===== src/rtl/fpnew_slice_rr_arbiter.sv =====
// ----------------------------------------------------------------------------
// fpnew_slice_rr_arbiter
//
// Merges the result streams of NumSlices format slices of one operation group
// into a single registered result stream. A round-robin pointer selects the
// winning slice; the winner is accepted in the same cycle it is selected and
// lands in a one-entry output register on the next edge.
//
// Ports:
//   clk_i            clock, rising edge
//   rst_i            asynchronous active-high reset
//   slice_valid_i    per-slice result valid
//   slice_ready_o    per-slice accept (one-hot or zero)
//   slice_result_i   per-slice result
//   slice_status_i   per-slice status flags (5 bits)
//   slice_ext_bit_i  per-slice extension bit
//   slice_tag_i      per-slice operation tag
//   slice_busy_i     per-slice busy
//   flush_i          synchronous flush, drops the output register contents
//   result_o         registered result
//   status_o         registered status
//   extension_bit_o  registered extension bit
//   tag_o            registered tag
//   out_valid_o      output register holds data
//   out_ready_i      downstream accepts
//   busy_o           data in flight in this block or any slice
// ----------------------------------------------------------------------------
module fpnew_slice_rr_arbiter #(
   parameter int unsigned NumSlices = 4,
   parameter int unsigned Width     = 64,
   parameter type         TagType   = logic
) (
   input  logic                              clk_i,
   input  logic                              rst_i,
   input  logic [NumSlices-1:0]              slice_valid_i,
   output logic [NumSlices-1:0]              slice_ready_o,
   input  logic [NumSlices-1:0][Width-1:0]   slice_result_i,
   input  logic [NumSlices-1:0][4:0]         slice_status_i,
   input  logic [NumSlices-1:0]              slice_ext_bit_i,
   input  TagType [NumSlices-1:0]            slice_tag_i,
   input  logic [NumSlices-1:0]              slice_busy_i,
   input  logic                              flush_i,
   output logic [Width-1:0]                  result_o,
   output logic [4:0]                        status_o,
   output logic                              extension_bit_o,
   output TagType                            tag_o,
   output logic                              out_valid_o,
   input  logic                              out_ready_i,
   output logic                              busy_o
);

   // Pointer is at least one bit wide so NumSlices=1 still elaborates.
   localparam int unsigned PtrW  = (NumSlices > 1) ? $clog2(NumSlices) : 1;
   // Distance needs one extra bit so "no request" (distance NumSlices) fits.
   localparam int unsigned DistW = PtrW + 1;

   logic [PtrW-1:0]   ptr_q, ptr_d;
   logic              out_valid_q, out_valid_d;
   logic [Width-1:0]  result_q, result_d;
   logic [4:0]        status_q, status_d;
   logic              ext_bit_q, ext_bit_d;
   TagType            tag_q, tag_d;

   logic              any_req_s;
   logic              free_s;
   logic              load_s;
   logic [PtrW-1:0]   gnt_idx_s;
   logic [PtrW-1:0]   ptr_next_s;
   logic [DistW-1:0]  best_dist_s;
   logic [DistW-1:0]  dist_s;
   logic [DistW-1:0]  j_w_s;
   logic [DistW-1:0]  ptr_w_s;
   logic [Width-1:0]  sel_result_s;
   logic [4:0]        sel_status_s;
   logic              sel_ext_bit_s;
   TagType            sel_tag_s;
   logic [NumSlices-1:0] ready_s;

   // Round-robin search: each slice's priority is its distance from ptr,
   // computed modulo NumSlices so non-power-of-two counts wrap correctly.
   always_comb begin
      any_req_s   = |slice_valid_i;
      gnt_idx_s   = ptr_q;
      best_dist_s = DistW'(NumSlices);
      dist_s      = '0;
      j_w_s       = '0;
      ptr_w_s     = {1'b0, ptr_q};
      for (int unsigned j = 0; j < NumSlices; j++) begin
         j_w_s = DistW'(j);
         if (j_w_s >= ptr_w_s) begin
            dist_s = j_w_s - ptr_w_s;
         end else begin
            dist_s = j_w_s + DistW'(NumSlices) - ptr_w_s;
         end
         if (slice_valid_i[j] && (dist_s < best_dist_s)) begin
            best_dist_s = dist_s;
            gnt_idx_s   = j_w_s[PtrW-1:0];
         end else begin
            best_dist_s = best_dist_s;
         end
      end
   end

   // Handshake qualification, winner data mux and one-hot ready generation.
   always_comb begin
      free_s        = ~out_valid_q | out_ready_i;
      load_s        = any_req_s & free_s & ~flush_i;
      sel_result_s  = '0;
      sel_status_s  = '0;
      sel_ext_bit_s = 1'b0;
      sel_tag_s     = '0;
      ready_s       = '0;
      for (int unsigned j = 0; j < NumSlices; j++) begin
         if (gnt_idx_s == PtrW'(j)) begin
            sel_result_s  = slice_result_i[j];
            sel_status_s  = slice_status_i[j];
            sel_ext_bit_s = slice_ext_bit_i[j];
            sel_tag_s     = slice_tag_i[j];
            ready_s[j]    = load_s;
         end else begin
            ready_s[j]    = 1'b0;
         end
      end
   end

   // Pointer advance past the winner, with explicit wrap at NumSlices-1.
   always_comb begin
      if (gnt_idx_s == PtrW'(NumSlices - 1)) begin
         ptr_next_s = '0;
      end else begin
         ptr_next_s = gnt_idx_s + PtrW'(1);
      end
   end

   // Next-state for the output register; flush wins over pop and load,
   // and data fields only change on a load.
   always_comb begin
      ptr_d       = ptr_q;
      out_valid_d = out_valid_q;
      result_d    = result_q;
      status_d    = status_q;
      ext_bit_d   = ext_bit_q;
      tag_d       = tag_q;
      if (flush_i) begin
         out_valid_d = 1'b0;
      end else if (load_s) begin
         out_valid_d = 1'b1;
         ptr_d       = ptr_next_s;
         result_d    = sel_result_s;
         status_d    = sel_status_s;
         ext_bit_d   = sel_ext_bit_s;
         tag_d       = sel_tag_s;
      end else if (out_ready_i) begin
         out_valid_d = 1'b0;
      end else begin
         out_valid_d = out_valid_q;
      end
   end

   // State registers with asynchronous reset.
   always_ff @(posedge clk_i or posedge rst_i) begin
      if (rst_i) begin
         ptr_q       <= '0;
         out_valid_q <= 1'b0;
         result_q    <= '0;
         status_q    <= 5'b00000;
         ext_bit_q   <= 1'b0;
         tag_q       <= '0;
      end else begin
         ptr_q       <= ptr_d;
         out_valid_q <= out_valid_d;
         result_q    <= result_d;
         status_q    <= status_d;
         ext_bit_q   <= ext_bit_d;
         tag_q       <= tag_d;
      end
   end

   assign slice_ready_o   = ready_s;
   assign result_o        = result_q;
   assign status_o        = status_q;
   assign extension_bit_o = ext_bit_q;
   assign tag_o           = tag_q;
   assign out_valid_o     = out_valid_q;
   assign busy_o          = out_valid_q | (|slice_busy_i);

endmodule


===== config.mk =====
export PLATFORM = sky130hd
export DESIGN_NAME = fpnew_slice_rr_arbiter
export DESIGN_NICKNAME = d
export VERILOG_FILES = /design/src/rtl/fpnew_slice_rr_arbiter.sv
export SDC_FILE = /design/constraint.sdc
export NUM_CORES = 1
export LEC_CHECK = 0
export CORE_AREA = 2 2 145 147
export DETAILED_ROUTE_END_ITERATION = 16
export DIE_AREA = 0 0 147 149
export PLACE_DENSITY_LB_ADDON = 0.1
export SYNTH_ARGS = -nofsm -noshare
export SYNTH_HDL_FRONTEND = slang
export SYNTH_SLANG_ARGS = --single-unit

===== constraint.sdc =====
create_clock -name clk_i -period 5.5 [get_ports clk_i]
set_input_delay 1.1 -clock clk_i [delete_from_list [all_inputs] [get_ports clk_i]]
set_output_delay 1.1 -clock clk_i [all_outputs]
set_load 0.01 [all_outputs]

---- After elaboration in Yosys (flattened, before gate mapping) ----
Index checks and enable logic that the tools add are counted.
storage, ports and cells
  output and inout port bits .............. 77
  word-level logic and storage cells ...... 73
  bits of input ports ..................... 296
  bits in registers ....................... 74
cells by class
  muxes and demuxes ....................... 34
  reductions and logical operators ........ 9
  order comparisons ....................... 7
  add/subtract/negate cells ............... 8
  eq/ne operators ......................... 3
  bitwise gates (word level) .............. 6
operators with widths
  kind                                                                                 count
  64-bit 2-to-1 mux                                                                    4
  5-bit 2-to-1 mux                                                                     4
  3-bit 2-to-1 mux                                                                     6
  1-bit 2-to-1 mux                                                                     15
  2-bit 2-to-1 mux                                                                     5
  3-bit less-than comparator                                                           3
  3-bit by 2-bit subtractor with 3-bit output (first input constant)                   3
  4-bit OR reduction                                                                   2
  1-bit by 2-bit subtractor with 3-bit output (first input constant)                   2
  2-bit by 2-bit subtractor with 3-bit output (first input constant)                   2
  2-bit == test (second input constant)                                                2
  1-bit by 2-bit greater-or-equal comparator with 1-bit output (first input constant)  2
  1-bit logical AND                                                                    4
  3-bit less-than comparator (second input constant)                                   1
  3-bit nonzero test                                                                   1
  2-bit by 1-bit adder with 2-bit output (second input constant)                       1
  1-bit AND                                                                            2
  2-bit by 1-bit == test with 1-bit output (second input constant)                     1
  2-bit greater-or-equal comparator (first input constant)                             1
  2-bit zero test                                                                      1
  1-bit NOT                                                                            2
  1-bit bitwise OR                                                                     2
  2-bit AND reduction                                                                  1

---- Logic depth before layout (Yosys ltp) ----
  word-level depth ........................ 19
  gate-level depth with buffers ........... 26
  mapped depth without buffers ............ 23

---- Worst setup path before layout ----
Ideal clock, no wire load.
  kind .................................... input -> output
  from .................................... input slice_valid_i[0]
  to ...................................... output slice_ready_o[3]
  cell stages on the path ................. 19
  arrival time ............................ 4.582 ns
  required time ........................... 4.400 ns
  buffers on the path ..................... 4
  path slack .............................. -0.182 ns
  cell sequence ........................... ha_1 -> nand2b_4 -> a211oi_1 -> nor2_1 -> ha_1 -> o311ai_2 -> and3_1 -> buf_4 -> nor2_1 -> a21oi_1 -> ha_1 -> o211a_1 -> nor3b_1 -> or3_1 -> ha_1 -> buf_2 -> clkbuf_1 -> clkbuf_1 -> and2_1
between the ends
  word-level cells in the longest chain between the ends .. 13
  elaborated cells between the ends (all ways) .. 19
  classes of those cells .................. order compare (3); eq/ne (1); mux (8); bitwise (2); reduce/logical (5)
ends and longest elaborated chain
  what                        RTL line  text
  start, declared             35        input logic [NumSlices-1:0] slice_valid_i,
  1-bit logical AND           95        if (slice_valid_i[j] && (dist_s < best_dist_s)) begin
  3-bit 2-to-1 mux            95
  3-bit less-than comparator  95
  1-bit logical AND           95
  3-bit 2-to-1 mux            95
  3-bit less-than comparator  95
  1-bit logical AND           95
  3-bit 2-to-1 mux            95
  3-bit less-than comparator  95
  1-bit logical AND           95
  2-bit 2-to-1 mux            95
  2-bit == test               114       if (gnt_idx_s == PtrW'(j)) begin
  1-bit 2-to-1 mux (*)        114
  end, declared               36        output logic [NumSlices-1:0] slice_ready_o,
Every way passes the cells marked *; elsewhere a longest branch is shown, timed or not.

---- Worst setup path in the final report ----
  from .................................... input slice_valid_i[0]
  to ...................................... output slice_ready_o[0]
between the ends
  word-level cells in the longest chain between the ends .. 13
  elaborated cells between the ends (all ways) .. 19
  classes of those cells .................. order compare (3); mux (8); bitwise (2); reduce/logical (6)
ends and longest elaborated chain
  what                        RTL line
  1-bit logical AND           95
  3-bit 2-to-1 mux            95
  3-bit less-than comparator  95
  1-bit logical AND           95
  3-bit 2-to-1 mux            95
  3-bit less-than comparator  95
  1-bit logical AND           95
  3-bit 2-to-1 mux            95
  3-bit less-than comparator  95
  1-bit logical AND           95
  2-bit 2-to-1 mux            95
  2-bit zero test             114
  1-bit 2-to-1 mux (*)        114
Marks and branches as above.

==> metrics.md <==
| Metric | Value |
|---|---|
| Synth cell types | 35 |
| Wirelength per Cell | 17.0 µm |
| Worst-margin pin slew | 0.957 ns |
| Ranking of synthesized cells by area | dfrtp_1 37%, a21oi_1 14%, a221oi_1 12% |
| Worst skew pair latency | 0.34 ns |
| Residual DRC | 0 |
| CP Launch Type | input pin |
| Fill count | 2051 |
| Complex-gate fraction of the synthesized area | 0.293 |
| Critical Path RT | 4.40 ns |
| Status | complete, no violations |
| Synth Net Count | 940 |
| Nets | 1296 |
| CP peak stage delay | 0.31 ns |
| Max-slew violations | 0 |
| Worst Setup End Kind | output port |
| Setup Crit Path Kind | in -> out |
| CP Cell Sequence | dlygate4sd2_1 > ha_4 > buf_4 > nor3b_4 > o21ai_2 > ha_1 > o311ai_2 > and3_4 > nor2_1 > a21oi_1 > ha_1 > o211a_1 > o21ai_2 > a221oi_2 > buf_4 > ha_2 > and2_4 > buf_2 |
| # setup viols final | 0 |
| Lkg Pwr | 3.60 nW |
| CTS sink cnt | 74 |
| IO Count | 373 |
| Worst path slowest cell | ha_1 |
| Number of global-route vias before repair | 5888 |
| Rows | 53 |
| HPWL after detailed placement | 15900 µm |
| Pwr dens | 651 mW/mm² |
| Cts hold-fix bufs | 0 |
| Seq/Total Area, Yosys | 0.368 |
| GR Util All Layers | 0.190 |
| Fin. Hold Viols | 0 |
| First-pass GRT wire length | 32700 µm |
| Yosys reg bits | 74 |
| Gate Count Post-Synth | 633 |
| Post-synth EDFFs | 0 |
| Placement Setup Slack | -0.644 ns |
| Ys async rst share | 1.00 |
| Multi-input logic area | 0.00303 mm² |
| Clk_skew | 0.00624 ns |
| Vias/cell | 4.79 |
| Routability cong. | 0.790 |
| Ys flop type | dfrtp_1 |
| Iteration-0 DRC count of the detailed router | 210 |
| Main combinational cell family by area after synthesis | compound AO/OA/AOI/OAI gates |
| GRT overflow | 0 |
| Adder-cell share of the synthesized area | 0.0273 |
| TritonCTS clock tree | done |
| Port bufs | 372 |
| Worst Path Max Fanout | 4 |
| Pre-Repair DR Iteration Count | 4 |
| Arrival @ worst endpoint | 4.20 ns |
| DIE WIDTH | 147 µm |
| Final ANT Viol Nets | 0 |
| Syn_area_per_cell | 7.95 µm² |
| Reg area | 0.00185 mm² |
| Crit share post-route | 0.963 |
| Fin crit period | 5.30 ns |
| Initial antenna violation count | 0 |
| Buffers & Inverters on Critical Path | 4 |
| Clock transition at path regs | 0.06 ns |
| Initial core utilization | 0.245 |
| Synth warn | 0 |
| Post-Synth XOR/XNOR Area | 0 |
| Max Cap Viol | 0 |
| Die height | 149 µm |
| Final core utilization | 0.464 |
| Mapped Area | 0.00503 mm² |
| Largest net degree at the start of global routing | 88 |
| DR vias | 6078 |
| Largest delay contributor family on the critical path | adder cells |
| Setup ws final | 0.203 ns |
| CTS Buf Count | 9 |
| Post-synthesis mux area share | 0 |
| Max Buffers Root-to-Sink | 2 |
| H-tree depth | 3 |
| Max_slew headroom | 0.362 |
| Core Area | 0.0206 mm² |
| Die area | 0.0219 mm² |
| Root buffer cell | clkbuf_16 |
| Layout cells sized above 1 | 0.0845 |
| Top cell type's share of synthesized area | 0.368 |
| Fmax | 189 MHz |
| Simple-gate share of the synthesized area | 0.254 |
| Worst hold slack | 0.491 ns |
| Synth-to-Final Area Change | 89.6% |
| Final WL | 21600 µm |
| Largest area contributor in the synthesized netlist | dfrtp_1 |
| Worst Hold Class | reg -> reg |
| Inserted Diodes | 0 |
| Worst vdd ir | 265 µV |
logic make-up (layout without fill, tap and decap cells):
group | after synthesis | in the layout
DFF | 74 | 74
AOI/OAI and AO/OA | 231 | 231
adders and majority gates | 11 | 11
and+or+nand+nor | 248 | 248
buffers and inverters | 69 | 430
sequential cells by signal, indices dropped and copies added (netlist names):
| register | count |
|---|---|
| tag_o | 1 |
| extension_bit_o | 1 |
| result_o | 64 |
| out_valid_o | 1 |
| ptr_q | 2 |
| status_o | 5 |
worst paths after layout:
check / startpoint / endpoint / slack (ns) / cells after the start
setup / recovery: slice_valid_i[0] / slice_ready_o[0] / 0.20 / 18
hold / removal: result_o[62] / result_o[62] / 0.49 / 1
setup reg to reg: ptr_q[0] / result_o[18] / 0.62 / 22
hold reg to reg: result_o[62] / result_o[62] / 0.49 / 1
max in group asynchronous: rst_i / result_o[50] / 3.32 / 3
min in group asynchronous: rst_i / result_o[47] / 1.27 / 2
cell usage in the layout (no fill, tap or decap), drive strengths merged, types with 2 or more instances in the layout:
master	count
a21oi	146
a221oi	71
and2	6
and3	2
buf	39
clkbuf	14
clkdlybuf4s50	366
clkinv	3
clkinvlp	2
dfrtp	74
dlygate4sd2	2
ha	11
inv	3
nand2	8
nand2b	2
nor2	75
nor2b	75
nor3	73
nor3b	2
o21ai	6
or3	2
final cells by class:
class	count	area share
Timing Repair Buffer	410	0.421
Clock inverter	5	0.00577
Tap cell	275	0.0360
Clock buffer	11	0.0244
Inverter	4	0.00170
Sequential cell	74	0.194
Multi-Input combinational cell	490	0.318
through the flow:
step	power (mW)	cell area [µm²]	setup TNS, ns	cells
4_1_cts	6.28	9510	0	1268
2_1_floorplan	3.89	5040	0	633
3_3_place_gp	5.60	9160	-30.58	1250
5_1_grt	6.88	9550	-0.116	1269
3_5_place_dp	5.61	9160	-32.67	1250
6_report	6.22	9550	0	1269
power by group:
part / internal, mW / leakage [nW] / switching [mW]
Combinational: 2.19 / 2.61 / 2.46
Clock: 0.350 / 0.136 / 0.236
Sequential: 0.831 / 0.849 / 0.149
per-layer routing:
layer | track usage | wire length (µm)
met4 | 0.0683 | 547
met3 | 0.0554 | 1780
met5 | 0 | 0
met2 | 0.326 | 10500
met1 | 0.227 | 8680
cells in the mapped netlist (all sizes together) (2+ instances only):
library cell / number
a21oi: 146
a221oi: 71
and2: 6
and3: 2
buf: 23
clkbuf: 42
dfrtp: 74
ha: 11
inv: 4
nand2: 8
nand2b: 2
nor2: 75
nor2b: 75
nor3: 73
nor3b: 2
o21ai: 6
or3: 2
repair_timing:
action                                  CTS  global route
resized for setup                        20            15
setup buffers                             2             1
pin swaps                                 5             7
endpoints found under the setup margin   69            34
Power figures use the tool's default switching activity.
